--- config.mk ---
export PLATFORM = sky130hd
export DESIGN_NAME = gmii_tx_arbiter
export DESIGN_NICKNAME = d
export VERILOG_FILES = /design/src/rtl/gmii_tx_pkg.sv /design/src/rtl/gmii_rr_arb2.sv /design/src/rtl/gmii_tx_arbiter.sv
export SDC_FILE = /design/constraint.sdc
export NUM_CORES = 1
export LEC_CHECK = 0
export ABC_CLOCK_PERIOD_IN_PS = 2000
export CORE_ASPECT_RATIO = 1.2
export CORE_MARGIN = 3
export CORE_UTILIZATION = 45
export DETAILED_ROUTE_END_ITERATION = 12
export PLACE_DENSITY = 0.81
export SYNTH_ARGS = -nofsm -noshare
export SYNTH_HDL_FRONTEND = slang
export SYNTH_HIERARCHICAL = 1
export SYNTH_SLANG_ARGS = --single-unit
--- constraint.sdc ---
create_clock -name gmii_tx_clk -period 2 [get_ports gmii_tx_clk]
set_clock_uncertainty 0.1 [all_clocks]
set_input_delay 0.4 -clock gmii_tx_clk [delete_from_list [all_inputs] [get_ports gmii_tx_clk]]
set_output_delay 0.4 -clock gmii_tx_clk [all_outputs]
set_load 0.01 [all_outputs]
--- src/rtl/gmii_tx_pkg.sv ---
// Shared types and constants for the GMII TX arbiter.
// The PREAMBLE state exists only when GMII_TX_PREAMBLE_EN is defined.
package gmii_tx_pkg;

    typedef enum logic [2:0] {
        ST_IDLE,
`ifdef GMII_TX_PREAMBLE_EN
        ST_PREAMBLE,
`endif
        ST_PAYLOAD,
        ST_DRAIN,
        ST_IFG
    } state_t;

    localparam logic [7:0] PREAMBLE_BYTE = 8'h55;
    localparam logic [7:0] SFD_BYTE      = 8'hD5;
    localparam int         PREAMBLE_LEN  = 7;

endpackage

--- src/rtl/gmii_rr_arb2.sv ---
// Two-way round-robin grant; the pointer remembers the last source served.
// A tie goes to the source the pointer does not name.
module gmii_rr_arb2 (
    input  logic clk,
    input  logic rst,
    input  logic req0,
    input  logic req1,
    input  logic take,
    output logic gnt
);

    logic ptr;

    always_comb begin
        gnt = 1'b0;
        if (req0 && req1) gnt = ~ptr;
        else              gnt = req1 & ~req0;
    end

    // Pointer resets to 1 so source 0 wins the first tie.
    always_ff @(posedge clk or posedge rst) begin
        if (rst)       ptr <= 1'b1;
        else if (take) ptr <= gnt;
    end

endmodule

--- src/rtl/gmii_tx_arbiter.sv ---
// Shares one GMII TX port between two byte-stream frame sources, one whole frame per grant.
// Define GMII_TX_PREAMBLE_EN to generate 7x 55 + D5 ahead of every frame in hardware.
module gmii_tx_arbiter
    import gmii_tx_pkg::*;
#(
    parameter int IFG_BYTES       = 12,
    parameter int MAX_FRAME_BYTES = 1522
) (
    input  logic       gmii_tx_clk,
    input  logic       rst,
    input  logic       s0_valid,
    input  logic [7:0] s0_data,
    input  logic       s0_last,
    output logic       s0_ready,
    input  logic       s1_valid,
    input  logic [7:0] s1_data,
    input  logic       s1_last,
    output logic       s1_ready,
    output logic       gmii_tx_en,
    output logic [7:0] gmii_txd,
    output logic       busy,
    output logic       stat_underrun,
    output logic       stat_oversize
);

    localparam int CNT_W = $clog2(MAX_FRAME_BYTES + 2);
    localparam int AUX_W = $clog2(IFG_BYTES + PREAMBLE_LEN + 2);
    localparam logic [CNT_W-1:0] CNT_MAX  = CNT_W'(MAX_FRAME_BYTES);
    localparam logic [CNT_W-1:0] CNT_SAT  = '1;
    localparam logic [AUX_W-1:0] IFG_LAST = AUX_W'(IFG_BYTES - 2);

    state_t           state, state_next;
    logic             gnt_q, arb_gnt, arb_take;
    logic [CNT_W-1:0] cnt;
    logic [AUX_W-1:0] aux;
    logic             src_valid, src_last, src_ready, accept;
    logic [7:0]       src_data;
    logic             tx_en_d, underrun_d, oversize_d;
    logic [7:0]       txd_d;
    logic             cnt_clr, cnt_inc, aux_clr, aux_inc;

    gmii_rr_arb2 u_arb (
        .clk  (gmii_tx_clk),
        .rst  (rst),
        .req0 (s0_valid),
        .req1 (s1_valid),
        .take (arb_take),
        .gnt  (arb_gnt)
    );

    // A byte moves when valid & ready at the clock edge; ready depends only on state and grant.
    assign src_valid = gnt_q ? s1_valid : s0_valid;
    assign src_data  = gnt_q ? s1_data  : s0_data;
    assign src_last  = gnt_q ? s1_last  : s0_last;
    assign s0_ready  = src_ready & ~gnt_q;
    assign s1_ready  = src_ready &  gnt_q;
    assign accept    = src_valid & src_ready;
    assign busy      = (state != ST_IDLE);

    always_ff @(posedge gmii_tx_clk or posedge rst) begin
        if (rst) state <= ST_IDLE;
        else     state <= state_next;
    end

    always_comb begin
        state_next = state;
        src_ready  = 1'b0;
        arb_take   = 1'b0;
        tx_en_d    = 1'b0;
        txd_d      = 8'h00;
        underrun_d = 1'b0;
        oversize_d = 1'b0;
        cnt_clr    = 1'b0;
        cnt_inc    = 1'b0;
        aux_clr    = 1'b0;
        aux_inc    = 1'b0;
        case (state)
            ST_IDLE: begin
                if (s0_valid || s1_valid) begin
                    arb_take = 1'b1;
                    cnt_clr  = 1'b1;
                    aux_clr  = 1'b1;
`ifdef GMII_TX_PREAMBLE_EN
                    state_next = ST_PREAMBLE;
`else
                    state_next = ST_PAYLOAD;
`endif
                end
            end
`ifdef GMII_TX_PREAMBLE_EN
            ST_PREAMBLE: begin
                tx_en_d = 1'b1;
                aux_inc = 1'b1;
                txd_d   = PREAMBLE_BYTE;
                if (aux == AUX_W'(PREAMBLE_LEN)) begin
                    txd_d      = SFD_BYTE;
                    cnt_clr    = 1'b1;
                    state_next = ST_PAYLOAD;
                end
            end
`endif
            ST_PAYLOAD: begin
                src_ready = 1'b1;
                aux_clr   = 1'b1;
                if (!src_valid) begin
                    underrun_d = 1'b1;
                    state_next = ST_DRAIN;
                end else if (cnt == CNT_MAX) begin
                    // Byte MAX+1 is swallowed; the rest of the frame is drained silently.
                    oversize_d = 1'b1;
                    state_next = src_last ? ST_IFG : ST_DRAIN;
                end else begin
                    tx_en_d = 1'b1;
                    txd_d   = src_data;
                    cnt_inc = 1'b1;
                    if (src_last) state_next = ST_IFG;
                end
            end
            ST_DRAIN: begin
                src_ready = 1'b1;
                aux_clr   = 1'b1;
                if (accept && src_last) state_next = ST_IFG;
            end
            ST_IFG: begin
                // IFG_BYTES-1 cycles here plus the IDLE grant cycle give IFG_BYTES low cycles.
                aux_inc = 1'b1;
                if (aux == IFG_LAST) state_next = ST_IDLE;
            end
            default: state_next = ST_IDLE;
        endcase
    end

    always_ff @(posedge gmii_tx_clk or posedge rst) begin
        if (rst) begin
            gnt_q         <= 1'b0;
            cnt           <= '0;
            aux           <= '0;
            gmii_tx_en    <= 1'b0;
            gmii_txd      <= 8'h00;
            stat_underrun <= 1'b0;
            stat_oversize <= 1'b0;
        end else begin
            if (arb_take) gnt_q <= arb_gnt;
            if (cnt_clr)                       cnt <= '0;
            else if (cnt_inc && cnt != CNT_SAT) cnt <= cnt + CNT_W'(1);
            if (aux_clr)      aux <= '0;
            else if (aux_inc) aux <= aux + AUX_W'(1);
            gmii_tx_en    <= tx_en_d;
            gmii_txd      <= txd_d;
            stat_underrun <= underrun_d;
            stat_oversize <= oversize_d;
        end
    end

endmodule
==> results.cfg, run 1 <==
[grt]
grt_max_degree = 17
grt_pass1_vias = 1585
top_usage_layer = met2
grt_use_met1_pct = 21.47
globalRoute.totalOverflow = 0
track_usage_pct = 20.00
antenna_found_initial = 0
met3_usage_pct = 4.587
met2_usage_pct = 38.40
grt_pass1_wl_mm = 7.107

[synthesis]
syn_area_per_cell_sq_um = 10.24
netlist_instances = 166
yosysUniqueCellTypes = 38
yosysWarnings = 6
ys_seq_area_share_pct = 45.70
yosys_register_bits = 31
synth.top_cell.area_share_pct = 44.15
ys_top_cells_by_area = dfrtp_1, ha_1, mux2i_1
synth.cell_area_sq_um = 1700
synth_fp_nets = 197
synth_largest_area_cell = dfrtp_1

[final_layout]
nets = 259
layoutNonFillerInstCount = 279
mostFrequentLayoutCell = clkdlybuf4s50_1
postLayoutCellArea_sq_um = 2440
final_cell_mix = clkdlybuf4s50_1, dfrtp_1, buf_4, nor2_1, inv_1
final_layout_size_suffix_gt1_share_pct = 23.58
areaGrowthSynthToFinish_pct = 43.49
num_antenna_cells = 0

[placed_design]
dpl_cell_area_sq_um = 2276
port_buffers = 35
hpwlAfterDp_mm = 3.236
placed_cells = 270
gp_congestion = 0.9067
dpl_worst_slack_ps = -120.9

[drt]
wl_per_cell_um = 15.56
antenna_left = 0
drt-total-wl_mm = 4.341
drtPass1Iterations = 4
viasPerCell = 5.319
drt_iter0_markers = 137
vias = 1484
drc = 0

[worst_setup_path]
worstPathMaxFanout = 4
r2r-start = cnt[0]$_DFFE_PP0P_
cp_num_buf_inv = 1
path_class = reg2reg
slowest_delay_ps = 510
required_ps = 2070
crit_arrival_ps = 2140
rrSetupSlack_ps = -80
crit_start = cnt[0]$_DFFE_PP0P_
critPathTopFamily = simple AND/OR/NAND/NOR gates
cp_slowest_cell = or4b_4
r2r-end = state[1]$_DFFE_PP0P_
rr_worst_depth = 6
crit_chain = inv_2 -> ha_4 -> or4b_4 -> o311ai_4 -> o211ai_4 -> mux2_4
cp-end-kind = flip-flop
critPathLaunchType = flip-flop

[sta]
setup_tns_ps = -107.7
clock.fmax_mhz = 481.6
rsz0062_at_grt = yes
worst_pin_slew_ps = 334.2
slew-limit-headroom_pct = 77.64
setup_viol = 2
min_period_over_period_pct = 103.8
timing.final.ws_setup_ps = -76.33
period_minus_slack_ps = 2076
finalHoldViolCount = 0
drv_slew = 0
holdWs_ps = 368.9

[die]
core.rowCount = 23
ios = 36
die-area_sq_um = 4555
start_util_pct = 48.83
die_w_um = 62.12
die_height_um = 73.34
core_area_sq_um = 3482

[power_and_ir_drop]
pwr-share-comb_pct = 49.5
p_sw_mw = 0.9621
seqPwrFrac_pct = 30.4
p_sw_share_pct = 35.52
p_clk_share_pct = 20.1
leakagePower_nw = 1.064
ir_worst_vdd_uv = 678.8
internal_power_mw = 1.747
p_per_area_nw_per_um2 = 1110

[clocking]
clock_latency_ps = 280
hold_buffers = 0
cts_tree = done
path_clk_slew_ps = 70
clock_tree.buffer_depth = 2
clockRootBuffer = clkbuf_8
cts_buffers = 5
cts_sinks = 31
cts-htree-levels = 2

[status]
status = complete, but fails checks
violations = setup timing

[hold_path]
hold_class = in2async

[job]
drv_cap = 0
worst max-delay path by stage:
stage | to | slack (ps) | cells after the start
after floorplan | state[1]$_DFFE_PP0P_ | -110 | 6
after global placement | cnt[2]$_DFFE_PP0P_ | -90 | 5
after detailed placement | cnt[2]$_DFFE_PP0P_ | -120 | 5
after CTS | state[1]$_DFFE_PP0P_ | -50 | 6
after global routing | state[1]$_DFFE_PP0P_ | -110 | 6
final | state[1]$_DFFE_PP0P_ | -80 | 6
power by group through the flow:
stage,clock network [mW],logic [mW],registers [mW]
after floorplan,0,0.719,0.837
after global placement,0,1.23,0.821
after detailed placement,0,1.29,0.830
after CTS,0.548,1.32,0.820
after global routing,0.583,1.45,0.840
final,0.545,1.34,0.824
repair_timing:
item,in CTS,in global routing
endpoints found under the setup margin,10,22
setup buffers,0,1
pin swaps,0,8
resized for setup,5,13
state kept, by name, summed over array words and instances, names as in the netlist:
register       cells
gmii_txd           8
aux                5
stat_underrun      1
state              2
gnt_q              1
cnt               11
gmii_tx_en         1
u_arb/ptr          1
stat_oversize      1
cells in the mapped netlist:
master / number
or4_2: 1
or4b_4: 1
nand4_1: 7
a22oi_1: 1
inv_1: 15
dfrtp_1: 30
o211ai_4: 1
xor2_1: 3
a221o_1: 1
or4_1: 5
clkbuf_1: 3
nand3_1: 3
mux2i_1: 10
mux2_4: 2
nor3_1: 3
or4bb_1: 1
nor2_1: 18
a21oi_1: 9
o21ai_0: 3
nor4_1: 1
and2_2: 1
and2_1: 2
nand4b_1: 1
mux2_2: 2
ha_1: 9
buf_1: 1
xnor2_1: 1
nand2_1: 8
a211oi_1: 2
o31ai_1: 7
o311ai_4: 1
dfstp_2: 1
a21boi_2: 1
o21a_1: 3
buf_2: 2
nor2b_1: 2
or3_1: 3
or2_2: 1
logic make-up after synthesis:
group	share of synthesized area, %
multiplexers	8.977
XOR/XNOR	2.061
AND/OR/NAND/NOR	18.54
buffers and inverters	4.782
AO/OA/AOI/OAI	13.32
flip-flops	45.70
adder cells (fa/ha/maj)	6.623
stage by stage:
step	util (%)	power, mW
2_1_floorplan	-	1.556
3_3_place_gp	65.36	2.054
3_5_place_dp	65.36	2.123
4_1_cts	68.49	2.683
5_1_grt	70.07	2.868
6_report	70.07	2.709
cell type report:
type / count / area (sq um)
Sequential cell: 31 / 777.0
Clock buffer: 8 / 100.1
Fill cell: 267 / 1042
Tap cell: 50 / 62.56
Multi-Input combinational cell: 114 / 893.4
Timing Repair Buffer: 61 / 550.5
Inverter: 15 / 56.30
layer usage:
| layer | vias to the layer above | wire (um) |
|---|---|---|
| met4 | 0 | 62 |
| met5 | - | 0 |
| met1 | 727 | 1631 |
| met2 | 37 | 2459 |
| met3 | 9 | 186 |
| li1 | 711 | - |
Power figures use the tool's default switching activity.
==> run 2, diff against run 1 <==
--- a/config.mk
+++ b/config.mk
@@ -11,6 +11,7 @@
 export CORE_UTILIZATION = 45
 export DETAILED_ROUTE_END_ITERATION = 12
 export PLACE_DENSITY = 0.81
+export SETUP_SLACK_MARGIN = 0.02
 export SYNTH_ARGS = -nofsm -noshare
 export SYNTH_HDL_FRONTEND = slang
 export SYNTH_HIERARCHICAL = 1
==> results.cfg, run 2 (synthesis results as in run 1) <==
[sta]
clock.fmax_mhz = 480.9
slew-limit-headroom_pct = 77.68
timing.final.ws_setup_ps = -79.65
finalHoldViolCount = 0
rsz0062_at_grt = yes
min_period_over_period_pct = 104.0
setup_viol = 11
drv_slew = 0
period_minus_slack_ps = 2080
worst_pin_slew_ps = 333.6

[final_layout]
largest_reg_flops = 11
nets = 261
top_regs = cnt (11), gmii_txd (8), aux (5)
postLayoutCellArea_sq_um = 2477
num_antenna_cells = 0
largest_register = cnt
layoutNonFillerInstCount = 281
final_cell_mix = clkdlybuf4s50_1, dfrtp_1, buf_4, nor2_1, inv_1
fin_util_pct = 71.15
areaGrowthSynthToFinish_pct = 45.70
mostFrequentLayoutCell = clkdlybuf4s50_1
final_layout_size_suffix_gt1_share_pct = 26.41

[power_and_ir_drop]
ir_worst_vdd_uv = 679.9
seqPwrFrac_pct = 29.9
total_power_mw = 2.766
p_clk_share_pct = 19.8
pwr-share-comb_pct = 50.3
leakagePower_nw = 1.074
p_per_area_nw_per_um2 = 1116
p_sw_share_pct = 36.19
internal_power_mw = 1.765
p_sw_mw = 1.001

[placed_design]
dpl_cell_area_sq_um = 2276
port_buffers = 35
hpwlAfterDp_mm = 3.236
gp_congestion = 0.9067
placed_cells = 270
dpl_worst_slack_ps = -120.9

[die]
start_util_pct = 48.83
die-area_sq_um = 4555
core.rowCount = 23
die_height_um = 73.34
die_w_um = 62.12
core_area_sq_um = 3482
ios = 36

[worst_setup_path]
rr_worst_depth = 6
critPathLaunchType = flip-flop
cp_num_buf_inv = 1
rrSetupSlack_ps = -80
path_class = reg2reg
r2r-end = state[1]$_DFFE_PP0P_
crit_arrival_ps = 2150
crit_chain = inv_2 -> ha_4 -> or4b_4 -> o311ai_4 -> o211ai_4 -> mux2_4
critPathTopFamily = simple AND/OR/NAND/NOR gates
cp-end-kind = flip-flop
worstPathMaxFanout = 4
slowest_delay_ps = 510
r2r-start = cnt[0]$_DFFE_PP0P_
required_ps = 2070
cp_slowest_cell = or4b_4

[clocking]
clock_tree.buffer_depth = 2
clockRootBuffer = clkbuf_8
cts-htree-levels = 2
cts_buffers = 5
cts_tree = done
path_clk_slew_ps = 70
cts_sinks = 31
clock_latency_ps = 280
hold_buffers = 0

[grt]
grt_pass1_vias = 1583
track_usage_pct = 19.97
grt_pass1_wl_mm = 7.093
antenna_found_initial = 0
grt_max_degree = 17
globalRoute.totalOverflow = 0

[job]
drv_cap = 0

[drt]
viasPerCell = 5.388
drt_iter0_markers = 160
drtPass1Iterations = 4
drc = 0
wl_per_cell_um = 15.91
vias = 1514
antenna_left = 0
drt-total-wl_mm = 4.472

[status]
status = complete, but fails checks
violations = setup timing

[hold_path]
hold_class = in2async
run 2: cell types whose count changed in the layout (fill, tap and decap cells not counted):
cell	previous run	this run
clkbuf_2	0	1
clkdlybuf4s15_1	1	0
nor2_4	0	3
inv_2	2	3
nor2_1	18	15
buf_8	0	1
inv_1	13	12
buf_2	0	1
run 2: power by group through the flow:
| stage | Sequential [mW] | Clock [mW] | Combinational, mW |
|---|---|---|---|
| 6_report | 0.827 | 0.548 | 1.39 |
| 5_1_grt | 0.842 | 0.583 | 1.49 |
| 4_1_cts | 0.822 | 0.548 | 1.32 |
| 3_5_place_dp | 0.830 | 0 | 1.29 |
| 3_3_place_gp | 0.821 | 0 | 1.23 |
| 2_1_floorplan | 0.837 | 0 | 0.719 |
run 2: routing by layer:
metal | vias to the layer above | wire, um | global-route usage [%]
li1 | 717 | - | -
met1 | 741 | 1675 | 21.37
met2 | 47 | 2536 | 38.40
met3 | 9 | 197 | 4.587
met4 | 0 | 63 | 7.617
met5 | - | 0 | 0
run 2: repair_timing:
item,4_1_cts,5_1_grt
pin swaps,0,10
gates cloned,0,1
resized for setup,6,22
setup endpoints to repair,14,23
setup buffers,0,2
run 2: worst max path at each step:
stage	end	start	cells after the start	slack, ps
5_1_grt	state[1]$_DFFE_PP0P_	cnt[0]$_DFFE_PP0P_	6	-120
6_report	state[1]$_DFFE_PP0P_	cnt[0]$_DFFE_PP0P_	6	-80
4_1_cts	state[1]$_DFFE_PP0P_	cnt[0]$_DFFE_PP0P_	6	-50
2_1_floorplan	state[1]$_DFFE_PP0P_	cnt[0]$_DFFE_PP0P_	6	-110
3_3_place_gp	cnt[2]$_DFFE_PP0P_	s1_valid	5	-90
3_5_place_dp	cnt[2]$_DFFE_PP0P_	s1_valid	5	-120
run 2: through the flow:
| step | TNS, ps | hold WS [ps] |
|---|---|---|
| finish | -392.3 | 367.3 |
| global route | -1250 | 393.3 |
| CTS | -213.2 | 358.1 |
| detailed placement | -652.8 | 384.4 |
| global placement | -221.5 | 375.9 |
| floorplan | -128.1 | 189.7 |
run 2: area by class of cell:
type	count	area [sq um]
clock buffers	8	100.1
fillers	254	1005
inverters	15	56.30
multi-input cells	114	915.9
flip-flops and latches	31	777.0
well taps	50	62.56
repair buffers	63	565.5
==> run 3, diff against run 2 <==
--- a/config.mk
+++ b/config.mk
@@ -6,12 +6,13 @@
 export NUM_CORES = 1
 export LEC_CHECK = 0
 export ABC_CLOCK_PERIOD_IN_PS = 2000
-export CORE_ASPECT_RATIO = 1.2
+export CORE_ASPECT_RATIO = 1.1
 export CORE_MARGIN = 3
 export CORE_UTILIZATION = 45
 export DETAILED_ROUTE_END_ITERATION = 12
 export PLACE_DENSITY = 0.81
 export SETUP_SLACK_MARGIN = 0.02
+export SLEW_MARGIN = 20
 export SYNTH_ARGS = -nofsm -noshare
 export SYNTH_HDL_FRONTEND = slang
 export SYNTH_HIERARCHICAL = 1
==> results.cfg, run 3 (synthesis results as in run 1) <==
[clocking]
clock_tree.buffer_depth = 2
cts_tree = done
path_clk_slew_ps = 100
cts_sinks = 31
clock_latency_ps = 330
cts_buffers = 5
hold_buffers = 0
cts-htree-levels = 2
clockRootBuffer = clkbuf_4

[grt]
globalRoute.totalOverflow = 0
track_usage_pct = 21.44
antenna_found_initial = 0
grt_pass1_vias = 1642
grt_max_degree = 27
grt_pass1_wl_mm = 7.472

[power_and_ir_drop]
p_per_area_nw_per_um2 = 1111
ir_worst_vdd_uv = 599.8
leakagePower_nw = 1.060
total_power_mw = 2.658

[final_layout]
fillers = 285
top_regs = cnt (11), gmii_txd (8), aux (5)
final-seq-area_sq_um = 777.0
mostFrequentLayoutCell = clkdlybuf4s50_1
postLayoutCellArea_sq_um = 2392
num_antenna_cells = 0
final_cell_mix = clkdlybuf4s50_1, dfrtp_1, buf_4, nor2_1, inv_1
largest_reg_flops = 11
fin_util_pct = 68.98
layoutNonFillerInstCount = 280
nets = 262
largest_register = cnt
final_layout_size_suffix_gt1_share_pct = 24.57
multiInputGateArea_sq_um = 865.8
areaGrowthSynthToFinish_pct = 40.69

[die]
die_w_um = 64.61
die_height_um = 70.47
die-area_sq_um = 4553
ios = 36
start_util_pct = 49.03
core_area_sq_um = 3468
core.rowCount = 22

[sta]
finalHoldViolCount = 0
timing.final.ws_setup_ps = -73.07
holdWs_ps = 196.9
period_minus_slack_ps = 2073
setup_tns_ps = -151.2
rsz0062_at_grt = yes
slew-limit-headroom_pct = 77.67
clock.fmax_mhz = 482.4
min_period_over_period_pct = 103.7
worst_pin_slew_ps = 334.9
drv_slew = 0
setup_viol = 4

[placed_design]
dpl_worst_slack_ps = -171.4
gp_congestion = 0.8598
hpwlAfterDp_mm = 3.326
dpl_cell_area_sq_um = 2288
placed_cells = 270
port_buffers = 35

[worst_setup_path]
crit_start = cnt[0]$_DFFE_PP0P_
rr_worst_depth = 6
rrSetupSlack_ps = -70
crit_chain = inv_1 -> ha_1 -> or4b_4 -> o311ai_4 -> o211ai_4 -> mux2_4
crit_arrival_ps = 2200
slowest_delay_ps = 520
cp-end-kind = flip-flop
endpoint = state[1]$_DFFE_PP0P_
r2r-start = cnt[0]$_DFFE_PP0P_
r2r-end = state[1]$_DFFE_PP0P_
path_class = reg2reg
cp_slowest_cell = or4b_4
critPathLaunchType = flip-flop
worstPathMaxFanout = 4
required_ps = 2130

[drt]
drt_iter0_markers = 183
viasPerCell = 5.418
drtPass1Iterations = 4
drt-total-wl_mm = 4.384
vias = 1517
drc = 0
wl_per_cell_um = 15.66
antenna_left = 0

[job]
drv_cap = 0

[status]
violations = setup timing
status = complete, but fails checks

[hold_path]
hold_class = in2async
-- run 3: changes by cell type in the layout (fill, tap and decap cells not counted), moves of 2 or more --
cell / change
clkbuf_4: +5
clkbuf_8: -5
buf_4: +4
nor2_1: +3
nor2_4: -3
ha_1: +2
-- run 3: final cells by class --
class / count / share of cell area, %
tap: 48 / 2.510
multi-input combinational: 114 / 36.19
timing repair buffer: 64 / 23.43
clock buffer: 7 / 2.720
clock inverter: 1 / 0.3138
sequential: 31 / 32.48
inverter: 15 / 2.354
-- run 3: timing repair --
item / in CTS / in global routing
endpoints found under the setup margin: 12 / 23
gates resized for setup: 11 / 4
pin swaps: 1 / 0
setup buffers: 1 / 1
endpoints found under the hold margin: 0 / 0
-- run 3: per-layer routing --
| layer | share of wire, % | wire, um | up-vias | GRT usage, % |
|---|---|---|---|---|
| li1 | - | - | 720 | - |
| met1 | 39 | 1691 | 747 | 23.78 |
| met2 | 55 | 2396 | 44 | 38.19 |
| met3 | 4.8 | 212 | 6 | 5.788 |
| met4 | 1.9 | 84 | 0 | 8.685 |
| met5 | 0 | 0 | - | 0 |
-- run 3: critical path: cells and delay by family (launching register included) --
family                     cells  cell delay [ps]
and+or+nand+nor                1              520
buffers and inverters          1               60
AOI/OAI and AO/OA              2              420
muxes                          1              310
adders and majority gates      1              150
DFF                            1              400
-- run 3: power breakdown --
group | internal, mW | switching (mW)
Sequential | 0.743 | 0.0739
Clock | 0.205 | 0.236
Combinational | 0.734 | 0.666
-- run 3: how the worst min path moves through the flow --
stage	slack (ps)	start	end
2_1_floorplan	190	rst	u_arb/ptr$_DFFE_PP1P_
3_3_place_gp	380	cnt[10]$_DFFE_PP0P_	cnt[10]$_DFFE_PP0P_
3_5_place_dp	390	cnt[10]$_DFFE_PP0P_	cnt[10]$_DFFE_PP0P_
4_1_cts	200	rst	gmii_tx_en$_DFF_PP0_
5_1_grt	200	rst	gmii_txd[0]$_DFF_PP0_
6_report	200	rst	gmii_txd[4]$_DFF_PP0_
